File: src/rtl/exe_mem_skid_reg_if.sv
// -----------------------------------------------------------------------------
// exe_mem_skid_reg_if
// Bundle of every signal crossing the EXE -> MEM boundary register.
//   slave  modport : the boundary register (consumes exe_*, mem_ready;
//                    produces exe_ready, mem_*, fwd_*, load_pending)
//   master modport : the surrounding pipeline / environment
// Handshake: a transfer on either side happens on the rising clock edge
// where valid and ready are both 1 (EXE side additionally requires
// exe_busy = 0). Valid never depends combinationally on ready.
// -----------------------------------------------------------------------------
interface exe_mem_skid_reg_if #(
    parameter int DATA_WIDTH = 64,
    parameter int PC_WIDTH   = 64,
    parameter int RD_WIDTH   = 5
);
    // EXE side
    logic                  exe_valid;
    logic                  exe_busy;
    logic                  exe_ready;
    logic [PC_WIDTH-1:0]   exe_pc;
    logic [DATA_WIDTH-1:0] exe_result;
    logic [DATA_WIDTH-1:0] exe_store_data;
    logic [RD_WIDTH-1:0]   exe_rd;
    logic                  exe_rd_wen;
    logic                  exe_mem_ren;
    logic                  exe_mem_wen;
    logic [2:0]            exe_mem_func3;

    // MEM side
    logic                  mem_valid;
    logic                  mem_ready;
    logic [PC_WIDTH-1:0]   mem_pc;
    logic [DATA_WIDTH-1:0] mem_result;
    logic [DATA_WIDTH-1:0] mem_store_data;
    logic [RD_WIDTH-1:0]   mem_rd;
    logic                  mem_rd_wen;
    logic                  mem_mem_ren;
    logic                  mem_mem_wen;
    logic [2:0]            mem_mem_func3;

    // Forwarding / hazard information for ID/EXE
    logic                  fwd_valid;
    logic [RD_WIDTH-1:0]   fwd_rd;
    logic [DATA_WIDTH-1:0] fwd_data;
    logic                  load_pending;

    modport slave (
        input  exe_valid, exe_busy, exe_pc, exe_result, exe_store_data,
               exe_rd, exe_rd_wen, exe_mem_ren, exe_mem_wen, exe_mem_func3,
               mem_ready,
        output exe_ready,
               mem_valid, mem_pc, mem_result, mem_store_data, mem_rd,
               mem_rd_wen, mem_mem_ren, mem_mem_wen, mem_mem_func3,
               fwd_valid, fwd_rd, fwd_data, load_pending
    );

    modport master (
        output exe_valid, exe_busy, exe_pc, exe_result, exe_store_data,
               exe_rd, exe_rd_wen, exe_mem_ren, exe_mem_wen, exe_mem_func3,
               mem_ready,
        input  exe_ready,
               mem_valid, mem_pc, mem_result, mem_store_data, mem_rd,
               mem_rd_wen, mem_mem_ren, mem_mem_wen, mem_mem_func3,
               fwd_valid, fwd_rd, fwd_data, load_pending
    );
endinterface

File: src/rtl/exe_mem_skid_reg.sv
// -----------------------------------------------------------------------------
// exe_mem_skid_reg
// EXE -> MEM pipeline register built as a 2-entry skid buffer (output slot
// plus skid slot). EXE can retire one instruction per cycle while MEM stalls,
// and exe_ready comes straight from a flop so MEM's ready never reaches EXE
// combinationally.
// Ports:
//   clock  - rising-edge clock
//   reset  - asynchronous active-low reset, clears everything
//   flush  - synchronous kill of both slots (redirect / trap)
//   bus    - slave side of exe_mem_skid_reg_if (EXE handshake + payload,
//            MEM handshake + payload, forwarding / load-use outputs)
// -----------------------------------------------------------------------------
module exe_mem_skid_reg #(
    parameter int DATA_WIDTH = 64,
    parameter int PC_WIDTH   = 64,
    parameter int RD_WIDTH   = 5
) (
    input  logic                 clock,
    input  logic                 reset,
    input  logic                 flush,
    exe_mem_skid_reg_if.slave    bus
);

    typedef struct packed {
        logic [PC_WIDTH-1:0]   pc;
        logic [DATA_WIDTH-1:0] result;
        logic [DATA_WIDTH-1:0] store_data;
        logic [RD_WIDTH-1:0]   rd;
        logic                  rd_wen;
        logic                  mem_ren;
        logic                  mem_wen;
        logic [2:0]            mem_func3;
    } payload_t;

    payload_t in_pl;
    payload_t out_q,  out_d;
    payload_t skid_q, skid_d;
    logic     out_valid_q,  out_valid_d;
    logic     skid_valid_q, skid_valid_d;
    logic     accept;
    logic     consume;

    always_comb begin
        in_pl            = '0;
        in_pl.pc         = bus.exe_pc;
        in_pl.result     = bus.exe_result;
        in_pl.store_data = bus.exe_store_data;
        in_pl.rd         = bus.exe_rd;
        in_pl.rd_wen     = bus.exe_rd_wen;
        in_pl.mem_ren    = bus.exe_mem_ren;
        in_pl.mem_wen    = bus.exe_mem_wen;
        in_pl.mem_func3  = bus.exe_mem_func3;
    end

    // Ready only depends on the skid flop; busy results are never captured.
    assign accept  = bus.exe_valid & ~bus.exe_busy & ~skid_valid_q;
    assign consume = out_valid_q & bus.mem_ready;

    always_comb begin
        out_valid_d  = out_valid_q;
        skid_valid_d = skid_valid_q;
        out_d        = out_q;
        skid_d       = skid_q;
        if (flush) begin
            // Payload left stale; everything downstream gates on valid.
            out_valid_d  = 1'b0;
            skid_valid_d = 1'b0;
        end else if (!out_valid_q || consume) begin
            if (skid_valid_q) begin
                // Skid entry is older than anything upstream, so it moves
                // first. accept is impossible here because exe_ready = 0.
                out_d        = skid_q;
                out_valid_d  = 1'b1;
                skid_valid_d = 1'b0;
            end else begin
                out_valid_d = accept;
                if (accept) begin
                    out_d = in_pl;
                end
            end
        end else if (accept) begin
            // Output slot stalled: park the new result in the skid slot.
            skid_d       = in_pl;
            skid_valid_d = 1'b1;
        end
    end

    always_ff @(posedge clock or negedge reset) begin
        if (!reset) begin
            out_valid_q  <= 1'b0;
            skid_valid_q <= 1'b0;
            out_q        <= '0;
            skid_q       <= '0;
        end else begin
            out_valid_q  <= out_valid_d;
            skid_valid_q <= skid_valid_d;
            out_q        <= out_d;
            skid_q       <= skid_d;
        end
    end

    assign bus.exe_ready      = ~skid_valid_q;
    assign bus.mem_valid      = out_valid_q;
    assign bus.mem_pc         = out_q.pc;
    assign bus.mem_result     = out_q.result;
    assign bus.mem_store_data = out_q.store_data;
    assign bus.mem_rd         = out_q.rd;
    assign bus.mem_rd_wen     = out_q.rd_wen;
    assign bus.mem_mem_ren    = out_q.mem_ren;
    assign bus.mem_mem_wen    = out_q.mem_wen;
    assign bus.mem_mem_func3  = out_q.mem_func3;

    // Only the output slot is visible to forwarding; x0 is never a hazard.
    assign bus.fwd_valid    = out_valid_q & out_q.rd_wen & (out_q.rd != '0) & ~out_q.mem_ren;
    assign bus.fwd_rd       = out_q.rd;
    assign bus.fwd_data     = out_q.result;
    assign bus.load_pending = out_valid_q & out_q.mem_ren & out_q.rd_wen & (out_q.rd != '0);

endmodule

File: src/flat_wrapper.sv
// flat-port wrapper written by rule: the top's interface ports become plain ports
module exe_mem_skid_reg_flat 
#(
    parameter int DATA_WIDTH = 64,
    parameter int PC_WIDTH   = 64,
    parameter int RD_WIDTH   = 5
)
  (clock, reset, flush, bus_exe_valid, bus_exe_busy, bus_exe_pc, bus_exe_result, bus_exe_store_data, bus_exe_rd, bus_exe_rd_wen, bus_exe_mem_ren, bus_exe_mem_wen, bus_exe_mem_func3, bus_mem_ready, bus_exe_ready, bus_mem_valid, bus_mem_pc, bus_mem_result, bus_mem_store_data, bus_mem_rd, bus_mem_rd_wen, bus_mem_mem_ren, bus_mem_mem_wen, bus_mem_mem_func3, bus_fwd_valid, bus_fwd_rd, bus_fwd_data, bus_load_pending);
  exe_mem_skid_reg_if #(.DATA_WIDTH(DATA_WIDTH), .PC_WIDTH(PC_WIDTH), .RD_WIDTH(RD_WIDTH)) bus_i ();
  input  logic clock;
  input  logic reset;
  input  logic flush;
  input wire logic [$bits(bus_i.exe_valid)-1:0] bus_exe_valid;
  input wire logic [$bits(bus_i.exe_busy)-1:0] bus_exe_busy;
  input wire logic [$bits(bus_i.exe_pc)-1:0] bus_exe_pc;
  input wire logic [$bits(bus_i.exe_result)-1:0] bus_exe_result;
  input wire logic [$bits(bus_i.exe_store_data)-1:0] bus_exe_store_data;
  input wire logic [$bits(bus_i.exe_rd)-1:0] bus_exe_rd;
  input wire logic [$bits(bus_i.exe_rd_wen)-1:0] bus_exe_rd_wen;
  input wire logic [$bits(bus_i.exe_mem_ren)-1:0] bus_exe_mem_ren;
  input wire logic [$bits(bus_i.exe_mem_wen)-1:0] bus_exe_mem_wen;
  input wire logic [$bits(bus_i.exe_mem_func3)-1:0] bus_exe_mem_func3;
  input wire logic [$bits(bus_i.mem_ready)-1:0] bus_mem_ready;
  output wire logic [$bits(bus_i.exe_ready)-1:0] bus_exe_ready;
  output wire logic [$bits(bus_i.mem_valid)-1:0] bus_mem_valid;
  output wire logic [$bits(bus_i.mem_pc)-1:0] bus_mem_pc;
  output wire logic [$bits(bus_i.mem_result)-1:0] bus_mem_result;
  output wire logic [$bits(bus_i.mem_store_data)-1:0] bus_mem_store_data;
  output wire logic [$bits(bus_i.mem_rd)-1:0] bus_mem_rd;
  output wire logic [$bits(bus_i.mem_rd_wen)-1:0] bus_mem_rd_wen;
  output wire logic [$bits(bus_i.mem_mem_ren)-1:0] bus_mem_mem_ren;
  output wire logic [$bits(bus_i.mem_mem_wen)-1:0] bus_mem_mem_wen;
  output wire logic [$bits(bus_i.mem_mem_func3)-1:0] bus_mem_mem_func3;
  output wire logic [$bits(bus_i.fwd_valid)-1:0] bus_fwd_valid;
  output wire logic [$bits(bus_i.fwd_rd)-1:0] bus_fwd_rd;
  output wire logic [$bits(bus_i.fwd_data)-1:0] bus_fwd_data;
  output wire logic [$bits(bus_i.load_pending)-1:0] bus_load_pending;
  assign bus_i.exe_valid = bus_exe_valid;
  assign bus_i.exe_busy = bus_exe_busy;
  assign bus_i.exe_pc = bus_exe_pc;
  assign bus_i.exe_result = bus_exe_result;
  assign bus_i.exe_store_data = bus_exe_store_data;
  assign bus_i.exe_rd = bus_exe_rd;
  assign bus_i.exe_rd_wen = bus_exe_rd_wen;
  assign bus_i.exe_mem_ren = bus_exe_mem_ren;
  assign bus_i.exe_mem_wen = bus_exe_mem_wen;
  assign bus_i.exe_mem_func3 = bus_exe_mem_func3;
  assign bus_i.mem_ready = bus_mem_ready;
  assign bus_exe_ready = bus_i.exe_ready;
  assign bus_mem_valid = bus_i.mem_valid;
  assign bus_mem_pc = bus_i.mem_pc;
  assign bus_mem_result = bus_i.mem_result;
  assign bus_mem_store_data = bus_i.mem_store_data;
  assign bus_mem_rd = bus_i.mem_rd;
  assign bus_mem_rd_wen = bus_i.mem_rd_wen;
  assign bus_mem_mem_ren = bus_i.mem_mem_ren;
  assign bus_mem_mem_wen = bus_i.mem_mem_wen;
  assign bus_mem_mem_func3 = bus_i.mem_mem_func3;
  assign bus_fwd_valid = bus_i.fwd_valid;
  assign bus_fwd_rd = bus_i.fwd_rd;
  assign bus_fwd_data = bus_i.fwd_data;
  assign bus_load_pending = bus_i.load_pending;
  exe_mem_skid_reg #(.DATA_WIDTH(DATA_WIDTH), .PC_WIDTH(PC_WIDTH), .RD_WIDTH(RD_WIDTH)) u_core (.clock(clock), .reset(reset), .flush(flush), .bus(bus_i));
endmodule
File: config.mk
export PLATFORM = sky130hd
export DESIGN_NAME = exe_mem_skid_reg_flat
export DESIGN_NICKNAME = d
export VERILOG_FILES = /design/src/rtl/exe_mem_skid_reg_if.sv /design/src/rtl/exe_mem_skid_reg.sv /design/src/flat_wrapper.sv
export SDC_FILE = /design/constraint.sdc
export NUM_CORES = 1
export LEC_CHECK = 0
export ABC_AREA = 0
export CORE_ASPECT_RATIO = 0.5
export CORE_UTILIZATION = 31
export DETAILED_ROUTE_END_ITERATION = 16
export PLACE_DENSITY_LB_ADDON = 0.1
export SYNTH_ARGS = -nofsm -noshare
export SYNTH_HDL_FRONTEND = slang
export SYNTH_SLANG_ARGS = --single-unit
File: constraint.sdc
create_clock -name clock -period 2.1 [get_ports clock]
set_input_delay 0.315 -clock clock [delete_from_list [all_inputs] [get_ports clock]]
set_output_delay 0.315 -clock clock [all_outputs]
set_load 0.01 [all_outputs]
==> flow_summary.json <==
{
  "critPathTopFamily": "simple AND/OR/NAND/NOR gates",
  "core_area_mm2": 0.05951,
  "max_stage_delay_ns": 0.51,
  "dpl.hpwl_um": 33730,
  "layoutNonFillerInstCount": 2457,
  "powerDensity_mw_per_mm2": 937.0,
  "cts_max_level": 2,
  "layout-drive-gt1-share_pct": 44.33,
  "dr.first_iter.drc_count": 266,
  "path_buf_inv": 1,
  "p_leak_nw": 11.31,
  "antenna_found_initial": 5,
  "syn_area_mm2": 0.01874,
  "synthesis.nets": 1378,
  "dp.cells": 2375,
  "min_period_over_period_pct": 104.6,
  "clockBufferDepth": 3,
  "via_per_inst": 4.433,
  "drc_errors": 0,
  "path_max_fanout": 2,
  "worst_pin_slew_ns": 0.5366,
  "reg2reg_slack_ns": 0.08,
  "timing.slew.headroom_pct": 64.23,
  "period_minus_slack_ns": 2.196,
  "nets": 1819,
  "cts_inserted_buffers": 42,
  "yosys_warnings": 0,
  "grt_pass1_vias": 12034,
  "cp_num_cells": 4,
  "finalSetupViolCount": 2,
  "port_buffers": 484,
  "drv_cap": 0,
  "r2r-start": "u_core.bus.mem_valid$_DFFE_PN0N_",
  "rsz0062_at_grt": "true",
  "fmaxAchievable_mhz": 455.3,
  "ios": 485,
  "swShare_pct": 25.64,
  "power.total_mw": 24.08,
  "gp_congestion": 0.7574,
  "cts_tree": "built",
  "violations": "setup timing",
  "status": "finished with violations",
  "grt.total_usage_pct": 15.55,
  "ys_seq_area_share_pct": 54.47,
  "avgSynthCellArea_um2": 16.03,
  "cts-root-buf": "clkbuf_16",
  "fillCellCount": 5370,
  "dieArea_mm2": 0.06151,
  "slew_viol_final": 0,
  "peakVddDrop_mv": 0.5578,
  "fin_tns_setup_ns": -0.1705,
  "detail-route-antenna-nets": 0,
  "yosysUniqueCellTypes": 20,
  "dr.pass1.iters": 4,
  "hold_violations": 0,
  "layout_commonest_cell": "clkdlybuf4s50_1",
  "wl_per_cell_um": 19.54,
  "layout_common_cells": "clkdlybuf4s50_1 (480), mux2_2 (437), dfrtp_1 (407), mux2_4 (170), clkbuf_16 (45)",
  "via_count": 10892,
  "pwr-share-clk_pct": 32.2,
  "critPathRequiredTime_ns": 1.78,
  "syn2layout_area_growth_pct": 37.09,
  "cp.arrival_ns": 1.88,
  "grt_overflow_total": 0,
  "die_w_um": 349.8,
  "routed_wl_um": 48020,
  "cp-start-kind": "register",
  "ff2ff_path_depth": 4,
  "grt_max_degree": 70,
  "p_int_mw": 17.90,
  "hp-class": "in -> async",
  "clk_latency_ns": 0.56,
  "clock_sinks": 408,
  "rows": 63,
  "crit_chain": "or4_4 -> o211ai_1 -> nor2_1 -> buf_2",
  "ys_ff_latch": 408,
  "start_util_pct": 31.50,
  "clkTransAtPathRegs_ns": 0.06,
  "crit_path_end_kind": "output pin",
  "grt_pass1_wl_um": 73760,
  "critPathSlowestCell": "or4_4",
  "p_comb_share_pct": 24.7,
  "worstSetupPathType": "reg -> out",
  "p_sw_mw": 6.174,
  "syn-instance-count": 1169,
  "final.setup.worst_slack_ns": -0.09631,
  "skew_ns": 0.01316,
  "rr_endpoint": "u_core.skid_q[189]$_DFFE_PN0P_",
  "p_seq_share_pct": 43.1,
  "die_y_um": 175.9
}
## Yosys cell counts
library cell / n / share of area, %
nand2b_1: 1 / 0.033
buf_2: 22 / 0.59
buf_6: 18 / 1.1
dfrtp_1: 408 / 54
or3_1: 1 / 0.033
buf_12: 1 / 0.11
mux2_2: 437 / 26
mux2i_1: 2 / 0.11
o211ai_1: 1 / 0.040
inv_1: 3 / 0.060
clkbuf_1: 27 / 0.54
nand2_1: 1 / 0.020
mux2_4: 170 / 14
and2_1: 1 / 0.033
or3b_1: 1 / 0.047
buf_4: 69 / 2.8
or4_1: 1 / 0.040
a221oi_2: 1 / 0.080
a21oi_1: 1 / 0.027
nor2_1: 3 / 0.060
## cells by family (layout without fill, tap and decap cells)
family          Yosys count  in the layout  share of synthesized area, %
compound gates            3              3                        0.1468
buf+inv                 140            611                         5.140
flops                   408            408                         54.47
mux                     609            609                         39.98
other cells               0              5                             0
simple gates              9              9                        0.2671
## metal layers
metal  up-vias  track usage [%]  routed length, um  part of all wire [%]
met5         -                0                  0                     0
met4         0            4.825               1301                   2.7
met3        79            2.690               1447                   3.0
met2       139            30.49              27630                    58
met1      5689            16.85              17640                    37
li1       4985                -                  -                     -
## sequential cells by signal (all words and copies together), names as in the netlist
register                   count
u_core.skid_q                203
u_core.bus.fwd_data           64
u_core.bus.mem_pc             64
u_core.bus.mem_store_data     64
u_core.bus.fwd_rd              5
u_core.bus.mem_mem_func3       3
u_core.bus.mem_mem_ren         1
u_core.bus.mem_mem_wen         1
u_core.bus.mem_rd_wen          1
u_core.bus.mem_valid           1
u_core.skid_valid_q            1
## power groups by stage
stage	clock network, mW	logic [mW]	registers, mW
finish	7.76	5.94	10.4
global route	8.42	6.33	10.6
CTS	8.08	6.05	10.4
detailed placement	0	6.04	10.5
global placement	0	5.94	10.5
floorplan	0	2.57	10.6
## cell type report
type                       instances  area (um^2)  area share [%]
antenna                            5        12.51         0.04869
inverter                           3        11.26         0.04382
clock buffer                      66         1315           5.117
timing repair buffer             534         5441           21.18
clock inverter                     8        96.34          0.3749
multi-input combinational        621         7591           29.54
tap                              812         1016           3.954
sequential                       408        10210           39.75
## metrics by stage
| step | util (%) | hold slack [ns] | cell area (um^2) | setup WS, ns |
|---|---|---|---|---|
| 4_1_cts | 43.13 | 0.2563 | 25670 | -0.1622 |
| 5_1_grt | 43.18 | 0.2780 | 25700 | -0.1954 |
| 3_5_place_dp | 40.76 | 0.2757 | 24260 | -0.3242 |
| 3_3_place_gp | 40.76 | 0.2740 | 24260 | -0.3406 |
| 2_1_floorplan | - | 0.01941 | 18740 | 0.1097 |
| 6_report | 43.18 | 0.2764 | 25700 | -0.09631 |
## timing repair
action | 4_1_cts | 5_1_grt
setup buffers | 0 | 2
hold buffers | 1 | 0
endpoints found under the setup margin | 3 | 2
pin swaps | 3 | 3
gates cloned | 0 | 0
resized for setup | 10 | 0
endpoints found under the hold margin | 29 | 0
## how the worst max path moves through the flow
stage,to,start,slack (ns)
2_1_floorplan,u_core.skid_q[100]$_DFFE_PN0P_,u_core.bus.mem_valid$_DFFE_PN0N_,0.11
3_3_place_gp,u_core.skid_q[189]$_DFFE_PN0P_,flush,-0.34
3_5_place_dp,u_core.skid_q[195]$_DFFE_PN0P_,flush,-0.32
4_1_cts,bus_fwd_valid,u_core.bus.fwd_rd[3]$_DFFE_PN0P_,-0.16
5_1_grt,bus_fwd_valid,u_core.bus.fwd_rd[0]$_DFFE_PN0P_,-0.20
6_report,bus_fwd_valid,u_core.bus.fwd_rd[3]$_DFFE_PN0P_,-0.1
No activity file was read; power rests on OpenSTA's default activity.
